$ cat src/rtl/ws2812_pkg.sv
// rtl/ws2812_pkg.sv - shared WS2812 state encodings and timing constants
// Shared by the transmitter and ws2812_rx so both sides derive pulse
// timing from the same clock frequency.
//   state_t        receiver FSM encodings
//   ns_to_cycles   nanoseconds -> clock cycles, rounded up
//   *_NS           nominal WS2812 timings; THRESH_NS is the midpoint of T0H/T1H
package ws2812_pkg;

  typedef enum logic [1:0] {
    S_SYNC = 2'd0,
    S_LOW  = 2'd1,
    S_HIGH = 2'd2
  } state_t;

  localparam int unsigned CNT_W       = 16;
  localparam int unsigned DEF_CLK_FRE = 27_000_000;
  localparam int unsigned T0H_NS      = 400;
  localparam int unsigned T1H_NS      = 850;
  localparam int unsigned THRESH_NS   = (T0H_NS + T1H_NS) / 2;
  localparam int unsigned MAX_HIGH_NS = 2_000;
  localparam int unsigned RESET_NS    = 50_000;

  function automatic int unsigned ns_to_cycles(input int unsigned clk_fre,
                                               input int unsigned ns);
    logic [63:0] cyc;
    cyc = (64'(clk_fre) * 64'(ns) + 64'd999_999_999) / 64'd1_000_000_000;
    return cyc[31:0];
  endfunction

endpackage

$ cat src/rtl/ws2812_edge_sync.sv
// rtl/ws2812_edge_sync.sv - 2-FF synchronizer plus edge detect for the WS2812 line
// Ports:
//   clk, rst_n  clock, asynchronous active-low reset
//   din         asynchronous serial line
//   din_sync    synchronized level (second flop)
//   rise, fall  single-cycle edge pulses of din_sync against the delay flop
module ws2812_edge_sync (
  input  logic clk,
  input  logic rst_n,
  input  logic din,
  output logic din_sync,
  output logic rise,
  output logic fall
);

  logic s1_q, s1_d;
  logic s2_q, s2_d;
  logic s3_q, s3_d;

  always_comb begin
    s1_d = din;
    s2_d = s1_q;
    s3_d = s2_q;
  end

  always_ff @(posedge clk or negedge rst_n) begin
    if (!rst_n) begin
      s1_q <= 1'b0;
      s2_q <= 1'b0;
      s3_q <= 1'b0;
    end else begin
      s1_q <= s1_d;
      s2_q <= s2_d;
      s3_q <= s3_d;
    end
  end

  assign din_sync = s2_q;
  assign rise     = s2_q & ~s3_q;
  assign fall     = ~s2_q & s3_q;

endmodule

$ cat src/rtl/ws2812_rx.sv
// rtl/ws2812_rx.sv - WS2812 receiver/decoder modelling one pixel node
// Ports:
//   clk, rst_n   clock, asynchronous active-low reset
//   din          raw WS2812 serial line
//   data_out     last completed word, bit 0 = first bit received
//   data_valid   one-cycle pulse when data_out updates
//   word_idx     index of data_out within its frame, saturates at 255
//   frame_done   pulse when a reset gap closes a frame that carried bits
//   err          pulse on an over-long high or a partial word at frame end
//   dout         forwarded line once PIXEL_SKIP words have been consumed
module ws2812_rx
  import ws2812_pkg::*;
#(
  parameter int unsigned CLK_FRE      = DEF_CLK_FRE,
  parameter int unsigned BIT_THRESH   = ns_to_cycles(CLK_FRE, THRESH_NS),
  parameter int unsigned MAX_HIGH     = ns_to_cycles(CLK_FRE, MAX_HIGH_NS),
  parameter int unsigned RESET_CYCLES = ns_to_cycles(CLK_FRE, RESET_NS),
  parameter int unsigned WORD_WIDTH   = 24,
  parameter int unsigned PIXEL_SKIP   = 1
) (
  input  logic                  clk,
  input  logic                  rst_n,
  input  logic                  din,
  output logic [WORD_WIDTH-1:0] data_out,
  output logic                  data_valid,
  output logic [7:0]            word_idx,
  output logic                  frame_done,
  output logic                  err,
  output logic                  dout
);

  localparam int unsigned BIT_W = (WORD_WIDTH > 1) ? $clog2(WORD_WIDTH) : 1;

  localparam logic [CNT_W-1:0] RESET_LAST = CNT_W'(RESET_CYCLES - 1);
  localparam logic [CNT_W:0]   THRESH_L   = (CNT_W + 1)'(BIT_THRESH);
  localparam logic [CNT_W:0]   MAX_HIGH_L = (CNT_W + 1)'(MAX_HIGH);
  localparam logic [BIT_W-1:0] BIT_LAST   = BIT_W'(WORD_WIDTH - 1);
  localparam logic [8:0]       SKIP_L     = 9'(PIXEL_SKIP);
  // Forwarding state a fresh frame starts with: on from the start when no
  // words are to be consumed.
  localparam logic             FWD_RELOAD = (PIXEL_SKIP == 0);

  logic din_sync, rise, fall;

  ws2812_edge_sync u_sync (
    .clk      (clk),
    .rst_n    (rst_n),
    .din      (din),
    .din_sync (din_sync),
    .rise     (rise),
    .fall     (fall)
  );

  state_t                state_q, state_d;
  logic [CNT_W-1:0]      cnt_q, cnt_d;
  logic [BIT_W-1:0]      bit_cnt_q, bit_cnt_d;
  logic [7:0]            word_cnt_q, word_cnt_d;
  logic [WORD_WIDTH-1:0] shreg_q, shreg_d;
  logic                  word_pend_q, word_pend_d;
  logic                  fwd_en_q, fwd_en_d;
  logic                  frame_seen_q, frame_seen_d;
  logic [WORD_WIDTH-1:0] data_out_q, data_out_d;
  logic                  data_valid_q, data_valid_d;
  logic [7:0]            word_idx_q, word_idx_d;
  logic                  frame_done_q, frame_done_d;
  logic                  err_q, err_d;
  logic                  dout_q, dout_d;

  // cnt is cleared on the edge cycle itself, so the level has already been
  // present for cnt+1 cycles when cnt is sampled.
  logic [CNT_W:0]   level_len;
  logic [CNT_W-1:0] cnt_inc;
  assign level_len = {1'b0, cnt_q} + (CNT_W + 1)'(1);
  assign cnt_inc   = (cnt_q == '1) ? cnt_q : cnt_q + CNT_W'(1);

  always_comb begin
    state_d      = state_q;
    cnt_d        = (rise | fall) ? '0 : cnt_inc;
    bit_cnt_d    = bit_cnt_q;
    word_cnt_d   = word_cnt_q;
    shreg_d      = shreg_q;
    word_pend_d  = 1'b0;
    fwd_en_d     = fwd_en_q;
    frame_seen_d = frame_seen_q;
    data_out_d   = data_out_q;
    data_valid_d = 1'b0;
    word_idx_d   = word_idx_q;
    frame_done_d = 1'b0;
    err_d        = 1'b0;
    dout_d       = fwd_en_q & din_sync;

    // Publish the word one cycle after its last falling edge. Forwarding is
    // enabled while the line is low, so the first forwarded bit is whole.
    if (word_pend_q) begin
      data_out_d   = shreg_q;
      word_idx_d   = word_cnt_q;
      data_valid_d = 1'b1;
      word_cnt_d   = (word_cnt_q == 8'hFF) ? 8'hFF : word_cnt_q + 8'd1;
      if (({1'b0, word_cnt_q} + 9'd1) == SKIP_L) begin
        fwd_en_d = 1'b1;
      end
    end

    unique case (state_q)
      S_SYNC: begin
        if (din_sync) begin
          cnt_d = '0;
        end else if (cnt_q == RESET_LAST) begin
          state_d      = S_LOW;
          bit_cnt_d    = '0;
          word_cnt_d   = '0;
          fwd_en_d     = FWD_RELOAD;
          frame_seen_d = 1'b0;
        end
      end

      S_LOW: begin
        if (rise) begin
          state_d = S_HIGH;
        end else if (cnt_q == RESET_LAST) begin
          // cnt saturates past this value, so a long gap ends a frame once.
          err_d        = (bit_cnt_q != '0);
          frame_done_d = frame_seen_q;
          bit_cnt_d    = '0;
          word_cnt_d   = '0;
          fwd_en_d     = FWD_RELOAD;
          frame_seen_d = 1'b0;
        end
      end

      S_HIGH: begin
        if (fall) begin
          shreg_d[bit_cnt_q] = (level_len >= THRESH_L);
          frame_seen_d       = 1'b1;
          state_d            = S_LOW;
          if (bit_cnt_q == BIT_LAST) begin
            bit_cnt_d   = '0;
            word_pend_d = 1'b1;
          end else begin
            bit_cnt_d = bit_cnt_q + BIT_W'(1);
          end
        end else if (level_len >= MAX_HIGH_L) begin
          err_d        = 1'b1;
          state_d      = S_SYNC;
          cnt_d        = '0;
          bit_cnt_d    = '0;
          fwd_en_d     = 1'b0;
          frame_seen_d = 1'b0;
        end
      end

      default: begin
        state_d = S_SYNC;
      end
    endcase
  end

  always_ff @(posedge clk or negedge rst_n) begin
    if (!rst_n) begin
      state_q      <= S_SYNC;
      cnt_q        <= '0;
      bit_cnt_q    <= '0;
      word_cnt_q   <= '0;
      shreg_q      <= '0;
      word_pend_q  <= 1'b0;
      fwd_en_q     <= 1'b0;
      frame_seen_q <= 1'b0;
      data_out_q   <= '0;
      data_valid_q <= 1'b0;
      word_idx_q   <= '0;
      frame_done_q <= 1'b0;
      err_q        <= 1'b0;
      dout_q       <= 1'b0;
    end else begin
      state_q      <= state_d;
      cnt_q        <= cnt_d;
      bit_cnt_q    <= bit_cnt_d;
      word_cnt_q   <= word_cnt_d;
      shreg_q      <= shreg_d;
      word_pend_q  <= word_pend_d;
      fwd_en_q     <= fwd_en_d;
      frame_seen_q <= frame_seen_d;
      data_out_q   <= data_out_d;
      data_valid_q <= data_valid_d;
      word_idx_q   <= word_idx_d;
      frame_done_q <= frame_done_d;
      err_q        <= err_d;
      dout_q       <= dout_d;
    end
  end

  assign data_out   = data_out_q;
  assign data_valid = data_valid_q;
  assign word_idx   = word_idx_q;
  assign frame_done = frame_done_q;
  assign err        = err_q;
  assign dout       = dout_q;

endmodule

$ cat config.mk
export PLATFORM = sky130hd
export DESIGN_NAME = ws2812_rx
export DESIGN_NICKNAME = d
export VERILOG_FILES = /design/src/rtl/ws2812_pkg.sv /design/src/rtl/ws2812_edge_sync.sv /design/src/rtl/ws2812_rx.sv
export SDC_FILE = /design/constraint.sdc
export NUM_CORES = 1
export LEC_CHECK = 0
export BUFFER_PORTS_ARGS = -buffer_cell sky130_fd_sc_hd__buf_4
export CORE_ASPECT_RATIO = 1.4
export CORE_MARGIN = 2
export CORE_UTILIZATION = 58
export DETAILED_ROUTE_END_ITERATION = 7
export GPL_TIMING_DRIVEN = 0
export HOLD_SLACK_MARGIN = 0.1
export PLACE_DENSITY = 0.77
export SLEW_MARGIN = 20
export SYNTH_ARGS = -nofsm -noshare
export SYNTH_HDL_FRONTEND = slang
export SYNTH_SLANG_ARGS = --single-unit
$ cat constraint.sdc
create_clock -name clk -period 3.1 [get_ports clk]
set_input_delay 0.93 -clock clk [delete_from_list [all_inputs] [get_ports clk]]
set_output_delay 0.93 -clock clk [all_outputs]
set_load 0.03 [all_outputs]
==> qor.yml <==
status: "complete, no violations"
path_cells: "ha_1 -> nand3_1 -> nor2_1 -> o211ai_1 -> a22oi_1 -> nand2_1 -> a31o_2"
fmax_ghz: 0.3472
p_leak_nw: 2.651
ys_seq_elements: 97
die_w_um: 81.87
holdBufCountCts: 0
synth-xor-area-share: 0.01423
die_h_um: 113.0
cts_resized: 0
worst_pin_slew_ns: 0.8657
portBuffers: 38
grt_pass1_vias: 3923
final_layout_size_suffix_gt1_frac: 0.2108
finalPower_mw: 2.462
grt_pass1_wl_mm: 18.19
clock_latency_ns: 0.34
ios: 39
fin_crit_ns: 2.880
syn_inst: 482
die_area_mm2: 0.009252
synth-main-ff-cell: "dfrtp_1"
power_per_cell_area_mw_per_mm2: 436.3
rsz0062_at_grt: "no"
postCtsSetupBuffers: 0
cts.clk_slew.worst_paths_ns: 0.07
crit_end: "err"
vias_per_cell: 6.009
routedWlPerCell_um: 17.14
final_common_cell: "dfrtp_1"
synth_top_family_by_area: "simple AND/OR/NAND/NOR gates"
synth_nets: 501
path_max_fanout: 9
fin_tns_setup_ns: 0
cts.sinks: 97
synth.yosys.seq_area_share: 0.4930
max_stage_delay_ns: 0.53
fp-row-count: 39
dp_hpwl_mm: 7.627
vias: 3834
synth.avg_cell_area_um2: 10.21
hold_viol: 0
r2r_cells: 7
antenna_cells: 0
cts_buffer_depth: 2
worstReg2RegStart: "cnt_q[0]"
reg2reg_slack_ns: 0.22
whs_path_depth: 0
slowest_stage: "nor2_1"
core_area_mm2: 0.008198
ys_types: 55
final_cell_mix: "dfrtp_1 (97), nor2_1 (75), buf_4 (37)"
synth.top_cell.area_share: 0.4930
arrival_ns: 3.11
areaGrowthSynthToFinish_pct: 14.61
hp-start: "u_sync.s1_q"
cp-start-kind: "flip-flop"
async_flop_share: 1.000
setup_viol: 0
antenna_found_initial: 0
dr.pass1.iters: 4
cts_tree: "built"
fillers: 620
cts_buffers: 9
report.final.slew_viol_count: 0
grt_usage: 0.2536
crit_path_start: "cnt_q[0]"
hp-class: "reg -> reg"
synthAdderAreaFrac: 0.04066
clockRootBuffer: "clkbuf_16"
maxCapViolCount: 0
synth_largest_area_cell: "dfrtp_1"
ant_nets: 0
grt_max_degree: 98
synth_mux_area_frac: 0.08793
worst_r2r_endpoint: "err"
h-tree-depth: 3
ir_worst_vdd_mv: 0.3716
grt_overflow: 0
syn_area_mm2: 0.004923
synth_compound_area_frac: 0.1482
critPathKind: "reg -> reg"
timing.final.crit_share: 0.9291
drtIter0Drc: 245
post-route-drc-count: 0
layout.nets: 550
synth-edff-count: 0
drt_wl_total_mm: 10.94
place_congestion: 0.9165
synth_warnings: 0
initial_utilization: 0.6006
synthSimpleGateAreaFrac: 0.1774
max_slew_margin: 0.4229
clock_skew_ns: 0.008835
critPathCaptureType: "flip-flop"
synthTopCellsByArea: "dfrtp_1 (49%), mux2_2 (7.8%), nor2_1 (5.7%)"
cp.required_ns: 3.33
## layout make-up
class,instances,area [um^2],area share
Tap cell,102,127.6,0.02262
Multi-Input combinational cell,346,2306,0.4086
Sequential cell,97,2427,0.4302
Inverter,16,60.06,0.01064
Timing Repair Buffer,38,289.0,0.05122
Clock inverter,7,77.57,0.01375
Clock buffer,9,225.2,0.03991
Buffer,23,130.1,0.02306
## flip-flops by register name (all words and copies together) (netlist names), 2 cells and up
signal	flops
state_q	2
data_out	24
word_idx	8
cnt_q	16
bit_cnt_q	5
shreg_q	24
word_cnt_q	8
## Yosys cell counts (6+ instances only)
library cell and number:
a31oi_1 31, nor3_1 7, xnor2_1 7, a21oi_1 18, buf_2 7, a22oi_1 7, and3_1 10, mux2_2 34
nand3_1 16, clkbuf_1 8, nor2_1 75, nand2b_1 6, ha_1 16, and2_1 6, dfrtp_1 97, inv_1 16
a311oi_1 9, o21ai_0 16, nand2_1 28
## stage by stage
stage | setup WS, ns | std cells | utilization | hold WS [ns] | cell area [um^2]
2_1_floorplan | 0.7325 | 482 | - | 0.3312 | 4923
3_3_place_gp | 0.3130 | 622 | 0.6509 | 0.3351 | 5336
6_report | 0.2199 | 638 | 0.6883 | 0.3510 | 5643
5_1_grt | 0.04890 | 638 | 0.6883 | 0.3718 | 5643
3_5_place_dp | 0.2761 | 622 | 0.6514 | 0.3372 | 5340
4_1_cts | 0.2412 | 638 | 0.6883 | 0.3533 | 5643
## metal layers
metal | share of wire | vias up | track usage
met1 | 0.40 | 1861 | 0.3017
li1 | - | 1852 | -
met5 | 0 | - | 0
met2 | 0.54 | 99 | 0.4417
met3 | 0.037 | 22 | 0.04147
met4 | 0.029 | 0 | 0.1111
## critical path, delay by kind of cell, from the launching register on
family / cells / cell delay, ns
and+or+nand+nor: 3 / 1.05
AOI/OAI and AO/OA: 3 / 0.90
adders and majority gates: 1 / 0.31
DFF: 1 / 0.49
## power by group
group | switching, mW | total, mW | internal (mW)
registers | 0.00573 | 1.27 | 1.27
clock network | 0.496 | 1.13 | 0.632
logic | 0.0444 | 0.0593 | 0.0149
total | 0.546 | 2.46 | 1.92
## kinds of logic (layout without fill, tap and decap cells)
group | count (synthesis) | count (layout)
and+or+nand+nor | 174 | 174
AOI/OAI and AO/OA | 109 | 109
DFF | 97 | 97
muxes | 39 | 39
buffers and inverters | 39 | 93
adders and majority gates | 16 | 16
xor gates and xnor gates | 8 | 8
## how the worst min path moves through the flow
stage	endpoint	slack (ns)
after detailed placement	u_sync.din_sync	0.34
after floorplan	u_sync.din_sync	0.33
after global routing	u_sync.din_sync	0.37
final	u_sync.din_sync	0.35
after global placement	u_sync.din_sync	0.34
after CTS	u_sync.din_sync	0.35
No activity file was read; power rests on OpenSTA's default activity.
